--- config.mk ---
export PLATFORM = sky130hd
export DESIGN_NAME = digit_frame_capture
export DESIGN_NICKNAME = d
export VERILOG_FILES = /design/src/rtl/digit_frame_capture_pkg.sv /design/src/rtl/digit_frame_capture.sv
export SDC_FILE = /design/constraint.sdc
export NUM_CORES = 1
export LEC_CHECK = 0
export CAP_MARGIN = 20
export CORE_ASPECT_RATIO = 0.7
export CORE_MARGIN = 5
export CORE_UTILIZATION = 25
export CTS_CLUSTER_DIAMETER = 60
export DETAILED_ROUTE_END_ITERATION = 8
export PLACE_DENSITY = 0.45
export SLEW_MARGIN = 20
export SYNTH_ARGS = -nofsm -noshare
export SYNTH_HDL_FRONTEND = slang
export SYNTH_SLANG_ARGS = --single-unit
--- constraint.sdc ---
create_clock -name clk -period 4.18 [get_ports clk]
set_input_delay 0.836 -clock clk [delete_from_list [all_inputs] [get_ports clk]]
set_output_delay 0.836 -clock clk [all_outputs]
set_load 0.03 [all_outputs]
--- src/rtl/digit_frame_capture_pkg.sv ---
`default_nettype none
// ============================================================================
// Module      : digit_frame_capture_pkg
// Description : Shared constants, FSM state encoding and helper function for
//               the digit-scan receive path.
// Ports       : none (package)
// Revision    : 1.0 - initial release
// ============================================================================
package digit_frame_capture_pkg;

   localparam int NUM_DIGITS = 8;
   localparam int DIGIT_W    = 4;
   localparam int WORD_W     = NUM_DIGITS * DIGIT_W;
   localparam int IDX_W      = $clog2(NUM_DIGITS);

   localparam logic [IDX_W-1:0] C_LAST_IDX  = IDX_W'(NUM_DIGITS - 1);
   localparam logic [IDX_W-1:0] C_FIRST_IDX = IDX_W'(1);

   typedef enum logic [0:0] {
      ST_IDLE    = 1'b0,
      ST_COLLECT = 1'b1
   } state_t;

   // A nibble outside 0..9 is not a valid BCD digit.
   function automatic logic digit_not_bcd(input logic [DIGIT_W-1:0] d);
      return (d > 4'd9);
   endfunction

endpackage
`default_nettype wire

--- src/rtl/digit_frame_capture.sv ---
`default_nettype none
// ============================================================================
// Module      : digit_frame_capture
// Description : Reassembles a time-multiplexed nibble stream (digit 0 first,
//               one digit per digit_valid) into a 32-bit packed word, with
//               resync/timeout abort detection and optional BCD checking.
// Ports       : clk, rst_n (async active-low)
//               digit_in[3:0], digit_valid, frame_start  - scan input
//               word_out[31:0], word_valid               - committed frame
//               frame_err, bcd_err                       - one-cycle pulses
//               busy                                     - frame in progress
// Revision    : 1.0 - initial release
// ============================================================================
module digit_frame_capture
   import digit_frame_capture_pkg::*;
#(
   parameter int TIMEOUT   = 1023,
   parameter int BCD_CHECK = 1
) (
   input  logic                clk,
   input  logic                rst_n,
   input  logic [DIGIT_W-1:0]  digit_in,
   input  logic                digit_valid,
   input  logic                frame_start,
   output logic [WORD_W-1:0]   word_out,
   output logic                word_valid,
   output logic                frame_err,
   output logic                bcd_err,
   output logic                busy
);

   localparam int TMR_W = $clog2(TIMEOUT + 1);
   // Abort fires on the TIMEOUT-th consecutive idle cycle.
   localparam logic [TMR_W-1:0] C_TMR_LAST = TMR_W'(TIMEOUT - 1);

   state_t               r_state;
   state_t               w_state_next;
   logic [IDX_W-1:0]     r_idx;
   logic [TMR_W-1:0]     r_timer;
   logic [WORD_W-1:0]    r_shadow;
   logic                 r_bcd_flag;

   logic                 w_start;     // new frame begins (incl. early restart)
   logic                 w_restart;   // frame_start while collecting
   logic                 w_store;     // next digit of current frame
   logic                 w_commit;    // last digit stored
   logic                 w_timeout;   // idle too long inside a frame
   logic                 w_digit_bad;
   logic [WORD_W-1:0]    w_shadow_next;

   // ---------------------------------------------------------------- state reg
   always_ff @(posedge clk or negedge rst_n) begin
      if (!rst_n) r_state <= ST_IDLE;
      else        r_state <= w_state_next;
   end

   // ---------------------------------------------------------------- next state
   always_comb begin
      w_state_next = r_state;
      case (r_state)
         ST_IDLE:    if (w_start) w_state_next = ST_COLLECT;
         ST_COLLECT: if (w_commit || w_timeout) w_state_next = ST_IDLE;
         default:    w_state_next = ST_IDLE;
      endcase
   end

   // ---------------------------------------------------------------- decode
   always_comb begin
      w_start     = 1'b0;
      w_restart   = 1'b0;
      w_store     = 1'b0;
      w_commit    = 1'b0;
      w_timeout   = 1'b0;
      w_digit_bad = digit_not_bcd(digit_in);
      case (r_state)
         ST_IDLE: begin
            // Stray digits without frame_start are ignored while hunting.
            w_start = digit_valid && frame_start;
         end
         ST_COLLECT: begin
            // frame_start wins over a commit on the last digit.
            w_start   = digit_valid && frame_start;
            w_restart = digit_valid && frame_start;
            w_store   = digit_valid && !frame_start;
            w_commit  = w_store && (r_idx == C_LAST_IDX);
            w_timeout = !digit_valid && (r_timer == C_TMR_LAST);
         end
         default: ;
      endcase
   end

   always_comb begin
      w_shadow_next = r_shadow;
      w_shadow_next[{r_idx, 2'b00} +: DIGIT_W] = digit_in;
   end

   assign busy = (r_state == ST_COLLECT);

   // ---------------------------------------------------------------- datapath
   always_ff @(posedge clk or negedge rst_n) begin
      if (!rst_n) begin
         r_idx      <= '0;
         r_timer    <= '0;
         r_shadow   <= '0;
         r_bcd_flag <= 1'b0;
         word_out   <= '0;
         word_valid <= 1'b0;
         frame_err  <= 1'b0;
         bcd_err    <= 1'b0;
      end else begin
         word_valid <= 1'b0;
         frame_err  <= w_restart || w_timeout;
         bcd_err    <= 1'b0;

         if (w_start) begin
            r_shadow[DIGIT_W-1:0] <= digit_in;
            r_idx                 <= C_FIRST_IDX;
            r_timer               <= '0;
            r_bcd_flag            <= w_digit_bad;
         end else if (w_store) begin
            r_shadow   <= w_shadow_next;
            r_timer    <= '0;
            r_bcd_flag <= r_bcd_flag || w_digit_bad;
            if (w_commit) begin
               word_out   <= w_shadow_next;
               word_valid <= 1'b1;
               bcd_err    <= (BCD_CHECK != 0) && (r_bcd_flag || w_digit_bad);
               r_idx      <= '0;
            end else begin
               r_idx <= r_idx + 1'b1;
            end
         end else if (w_timeout) begin
            r_idx      <= '0;
            r_timer    <= '0;
            r_bcd_flag <= 1'b0;
         end else if (r_state == ST_COLLECT) begin
            r_timer <= r_timer + 1'b1;
         end
      end
   end

endmodule
`default_nettype wire
==> results of run 1 <==
sequential cells by signal, summed over array words and instances (netlist names):
register and count:
r_shadow 32, word_out 32, r_timer 10, r_idx 3, bcd_err 1, busy 1
frame_err 1, r_bcd_flag 1, word_valid 1
logic make-up after synthesis:
kind of cell,after synthesis
DFF,82
adders and majority gates,10
and+or+nand+nor,98
buffers and inverters,25
xor gates and xnor gates,8
muxes,64
AOI/OAI and AO/OA,50
per-stage QoR:
step	area, µm²	power [µW]	instances
floorplan	4080	1290	337
global placement	4730	1410	593
detailed placement	4730	1410	593
CTS	5020	2200	609
global route	5030	2280	609
finish	5030	2160	609
layer usage:
layer	track usage (%)	up-vias
met2	14.5	37
met4	3.46	0
met5	0	-
li1	-	1253
met3	2.87	9
met1	13.8	1258
cell usage after synthesis (4+ instances only):
cell	number	share of area, %
and3_1	9	1.4
nor2_1	9	0.83
and2_1	4	0.61
ha_1	10	3.1
mux2i_1	32	7.8
xnor2_1	7	1.5
o21ai_1	25	3.1
mux2_4	32	12
nor2_4	4	1.1
buf_2	9	1.1
nor4_1	4	0.61
dfrtp_1	82	50
nand2_1	40	3.7
inv_1	10	0.92
o21ai_0	15	1.8
cell type report:
cell class	instances	area (µm²)
fillers	1622	11100
flip-flops and latches	82	2050
multi-input cells	230	1910
repair buffers	46	454
well taps	225	282
clock buffers	12	267
inverters	10	37.5
clock inverters	4	25.0
worst max-delay path: cells and delay by family, from the launching register on:
| kind | cells | cell delay [ns] |
|---|---|---|
| buffers and inverters | 1 | 0.16 |
| AO/OA/AOI/OAI | 1 | 0.30 |
| multiplexers | 1 | 0.33 |
| flip-flops | 1 | 0.61 |
| adder cells (fa/ha/maj) | 2 | 0.93 |
| AND/OR/NAND/NOR | 1 | 0.38 |
power groups by stage:
stage / Sequential (µW) / Combinational (µW) / Clock (µW)
after floorplan: 970 / 315 / 0
after detailed placement: 958 / 453 / 0
after global placement: 961 / 451 / 0
after global routing: 959 / 491 / 826
final: 947 / 448 / 764
after CTS: 947 / 455 / 798
worst paths after layout:
check                           slack (ns)                     start  cells after the start                       end
worst max register to register        1.35      r_idx[0]$_DFFE_PN0P_                      6  r_shadow[19]$_DFFE_PN0P_
min in group asynchronous             0.55                     rst_n                      1    r_bcd_flag$_DFFE_PN0P_
worst min-delay path                  0.48  word_out[30]$_DFFE_PN0P_                      2  word_out[30]$_DFFE_PN0P_
max in group asynchronous             3.10                     rst_n                      1    r_timer[4]$_DFFE_PN0P_
worst max-delay path                  1.35      r_idx[0]$_DFFE_PN0P_                      6  r_shadow[19]$_DFFE_PN0P_
worst min register to register        0.48  word_out[30]$_DFFE_PN0P_                      2  word_out[30]$_DFFE_PN0P_
==> reports/results.ini, run 1 <==
[yosys]
synth_xor_area_share_pct = 1.72
synth-async-reset-ratio_pct = 100
synth.area.mux_share_pct = 19.6
ys_ff_latch = 82
synthFlopType = dfrtp_1
synth_fp_nets = 355
synth_edf_count = 0
synth_compound_gate_area_share_pct = 7.26
synth_cell_types = 42
yosys.area_share.simple_pct = 15.1
ys_warn_count = 0
synth_top_family_by_area = multiplexers
synth_area_per_cell_um2 = 12.1
syn_inst = 337
netlist_area_um2 = 4080
ys_seq_area_share_pct = 50.2
synthAdderAreaFrac_pct = 3.06

[clocking]
worstSkewPairLatency_ns = 0.34
cts.path.max_buffers = 2
cts_sinks = 82
tritoncts = built
numCtsBuffers = 9
cts-resized-gates = 0
cts_setup_buffers = 0
root_buffer = clkbuf_16
cts.htree.levels = 3
clkTransAtPathRegs_ns = 0.06
ctsHoldBuffers = 0

[drt]
route.met3.wl_um = 384
drc = 0
avgViaCountPerCell = 4.20
wirelength_mm = 8.92
dr.pass1.iters = 4
vias = 2557
initialDrtViolationCount = 122
wl_met1_mm = 4.61
routed-wl-met2_mm = 3.81
ant_nets = 0
wire_per_inst_um = 14.6
dr.max_layer_used = met4

[place]
port-buffer-count = 43
place_ws_ns = 1.26
dp_hpwl_mm = 6.16
finalWeightedCongestion = 0.770

[die]
io_pins = 44
rows = 39
start_util_pct = 25.3
coreArea_um2 = 16200
dieArea_um2 = 19000
die-width_um = 163
die_h_um = 117

[finish]
most-common-layout-cells = 82 x dfrtp_1, 42 x clkdlybuf4s50_1, 39 x nand2_1, 32 x mux2i_1, 32 x mux2_4
area_delta_synth_final_pct = 23.1
layout_commonest_cell = dfrtp_1
layout-drive-gt1-share_pct = 19.0
diodes = 0
final_core_util_pct = 31.1
final_nets = 397

[power_and_ir_drop]
max-vdd-ir-drop_v = 0.000172
power_leakage_uw = 0.00222
cellPowerDensity_nw_per_um2 = 430
p_sw_share_pct = 28.5
intPower_uw = 1550
pwr-share-seq_pct = 43.9
pwr-share-comb_pct = 20.8
switchingPower_uw = 615
clockPowerShare_pct = 35.4

[job]
max_cap_violations = 0

[critical_path]
cp_slowest_cell = ha_1
arrival_ns = 3.04
worstPathRequired_ns = 4.40
worstSetupEndpointType = flip-flop
crit_top_cell = ha_1
crit_chain = inv_1 > ha_1 > ha_1 > o2111ai_4 > or2_1 > mux2_4
path_class = flip-flop to flip-flop
cp-start-kind = flip-flop
max_stage_delay_ns = 0.68
critPathMaxFanout = 12

[grt]
grt_pass1_vias = 2651
grt_first_pass_wirelength_mm = 14.6
overflow = 0
antenna_found_initial = 0
grt_use_total_pct = 9.82
grt_max_degree = 83

[sta]
max_freq_mhz = 354
period_share_pct = 67.6
slew_violations = 0
timing.final.ws_setup_ns = 1.35
skew_ns = 0.00688
rsz0062_at_grt = no
setup-violations-final = 0
final.setup.tns_ns = 0
relSlewSlack_pct = 48.6
hold_violations = 0
min_period_ns = 2.83
worst_pin_slew_ns = 0.772
fin_hold_ws_ns = 0.484

[min_path]
hold_path.class = flip-flop to flip-flop

[status]
status = finished, final reports clean

Power figures use the tool's default switching activity.
==> run 2, diff against run 1 <==
==> constraint.sdc (replaced) <==
create_clock -name clk -period 2.67 [get_ports clk]
set_input_delay 0.534 -clock clk [delete_from_list [all_inputs] [get_ports clk]]
set_output_delay 0.534 -clock clk [all_outputs]
set_load 0.03 [all_outputs]
==> reports/results.ini, run 2 (synthesis results as in run 1) <==
[status]
status = finished, final reports clean  ; unchanged

[finish]
area_delta_synth_final_pct = 24.6  ; was 23.1%
layout_commonest_cell = dfrtp_1  ; unchanged
diodes = 0  ; unchanged
multi_input_area_um2 = 1910  ; unchanged
largestRegisters = r_shadow x32, word_out x32, r_timer x10  ; unchanged
layout-drive-gt1-share_pct = 20.1  ; was 19.0%
n_fill_cell = 1610  ; was 1622
most-common-layout-cells = 82 x dfrtp_1, 42 x clkdlybuf4s50_1, 39 x nand2_1, 32 x mux2i_1, 32 x mux2_4  ; unchanged
final_nets = 409  ; was 397
register_area_um2 = 2050  ; unchanged

[critical_path]
cp-startpoint = r_idx[0]$_DFFE_PN0P_  ; unchanged
path_class = flip-flop to flip-flop  ; unchanged
path_delay_family = adder cells  ; unchanged
critPathMaxFanout = 7  ; was 12
crit_end = r_shadow[19]$_DFFE_PN0P_  ; unchanged
worstSetupEndpointType = flip-flop  ; unchanged
worstPathRequired_ns = 2.88  ; was 4.40 ns
crit_chain = inv_1 > ha_1 > ha_1 > o2111ai_4 > or2_1 > mux2_4  ; unchanged
cp.depth = 6  ; unchanged
r2r_start = r_idx[0]$_DFFE_PN0P_  ; unchanged
rr_worst_depth = 6  ; unchanged
arrival_ns = 2.54  ; was 3.04 ns
ff2ff_setup_slack_ns = 0.35  ; was 1.35 ns
crit_top_cell = ha_1  ; unchanged
max_stage_delay_ns = 0.60  ; was 0.68 ns
cp-start-kind = flip-flop  ; unchanged
reg2reg_to = r_shadow[19]$_DFFE_PN0P_  ; unchanged
crit_buf_inv = 1  ; unchanged
cp_slowest_cell = ha_1  ; unchanged

[drt]
initialDrtViolationCount = 90  ; was 122
vias = 2625  ; was 2557
ant_nets = 0  ; unchanged
dr.pass1.iters = 4  ; unchanged
wire_per_inst_um = 15.0  ; was 14.6 µm
drc = 0  ; unchanged
avgViaCountPerCell = 4.24  ; was 4.20
wirelength_mm = 9.28  ; was 8.92 mm

[die]
io_pins = 44  ; unchanged
rows = 39  ; unchanged
start_util_pct = 25.3  ; unchanged
die_h_um = 117  ; unchanged
dieArea_um2 = 19000  ; unchanged
coreArea_um2 = 16200  ; unchanged
die-width_um = 163  ; unchanged

[sta]
hold_violations = 0  ; unchanged
skew_ns = 0.00436  ; was 0.00688 ns
final.setup.tns_ns = 0  ; unchanged
worst_pin_slew_ns = 0.598  ; was 0.772 ns
max_freq_mhz = 430  ; was 354 MHz
period_share_pct = 87.1  ; was 67.6%
relSlewSlack_pct = 60.1  ; was 48.6%
setup-violations-final = 0  ; unchanged
slew_violations = 0  ; unchanged
fin_hold_ws_ns = 0.214  ; was 0.484 ns
rsz0062_at_grt = no  ; unchanged
min_period_ns = 2.32  ; was 2.83 ns

[min_path]
hold_path.class = input pin to async pin  ; was flip-flop to flip-flop

[grt]
grt_use_total_pct = 10.5  ; was 9.82%
grt_pass1_vias = 2851  ; was 2651
antenna_found_initial = 0  ; unchanged
grt_max_degree = 44  ; was 83
grt_first_pass_wirelength_mm = 15.6  ; was 14.6 mm
overflow = 0  ; unchanged

[power_and_ir_drop]
cellPowerDensity_nw_per_um2 = 655  ; was 430 nW/µm²
max-vdd-ir-drop_v = 0.000276  ; was 0.000172 V
power_leakage_uw = 0.00226  ; was 0.00222 µW

[clocking]
ctsHoldBuffers = 0  ; unchanged
clkTransAtPathRegs_ns = 0.06  ; about the same
tritoncts = built  ; unchanged
cts.path.max_buffers = 2  ; unchanged
numCtsBuffers = 9  ; unchanged
cts_sinks = 82  ; unchanged
cts-resized-gates = 0  ; unchanged
cts_setup_buffers = 0  ; unchanged
root_buffer = clkbuf_16  ; unchanged
worstSkewPairLatency_ns = 0.33  ; was 0.34 ns
cts.htree.levels = 3  ; unchanged

[place]
finalWeightedCongestion = 0.766  ; was 0.770
dp_hpwl_mm = 6.56  ; was 6.16 mm
port-buffer-count = 43  ; unchanged

[job]
max_cap_violations = 0  ; unchanged

==> run 2: final cells by class <==
type | instances | share of cell area [%]
sequential | 82 | 40.3
multi-input combinational | 230 | 37.5
timing repair buffer | 58 | 10.9
tap | 225 | 5.53
clock buffer | 14 | 4.99
inverter | 10 | 0.738
==> run 2: metal layers <==
metal | wire (µm) | vias up | track usage (%) | share of wire, %
li1 | - | 1278 | - | -
met5 | 0 | - | 0 | 0
met1 | 4910 | 1307 | 15.2 | 53
met3 | 339 | 6 | 3.01 | 3.7
met2 | 3950 | 34 | 15.1 | 42
met4 | 90 | 0 | 3.13 | 0.97
==> run 2: worst min-delay path by stage <==
| stage | end | slack [ns] | cells past startpoint |
|---|---|---|---|
| floorplan | bcd_err$_DFF_PN0_ | 0.24 | 0 |
| global placement | word_out[17]$_DFFE_PN0P_ | 0.46 | 2 |
| detailed placement | word_out[16]$_DFFE_PN0P_ | 0.48 | 2 |
| CTS | word_out[17]$_DFFE_PN0P_ | 0.23 | 1 |
| global route | word_out[26]$_DFFE_PN0P_ | 0.26 | 1 |
| finish | word_out[24]$_DFFE_PN0P_ | 0.21 | 1 |
==> run 2: power by group <==
part	switching, µW	internal, µW
Clock	464	647
Sequential	89.5	1380
Combinational	392	356
==> run 2: per-stage QoR <==
stage          total power [µW]  worst slack, ns  cell area (µm²)  util (%)  instances
2_1_floorplan              2010            0.325             4080         -        337
3_3_place_gp               2240            0.252             4830      29.9        605
3_5_place_dp               2250            0.211             4830      29.9        605
4_1_cts                    3380            0.336             5090      31.5        619
5_1_grt                    3510            0.261             5090      31.5        619
6_report                   3330            0.346             5090      31.5        619
==> run 2: worst reg2reg max path, delay by kind of cell, from the launching register on <==
kind,cells,cell delay (ns)
AOI/OAI and AO/OA,1,0.27
and+or+nand+nor,1,0.36
muxes,1,0.33
DFF,1,0.34
buffers and inverters,1,0.08
adders and majority gates,2,0.82
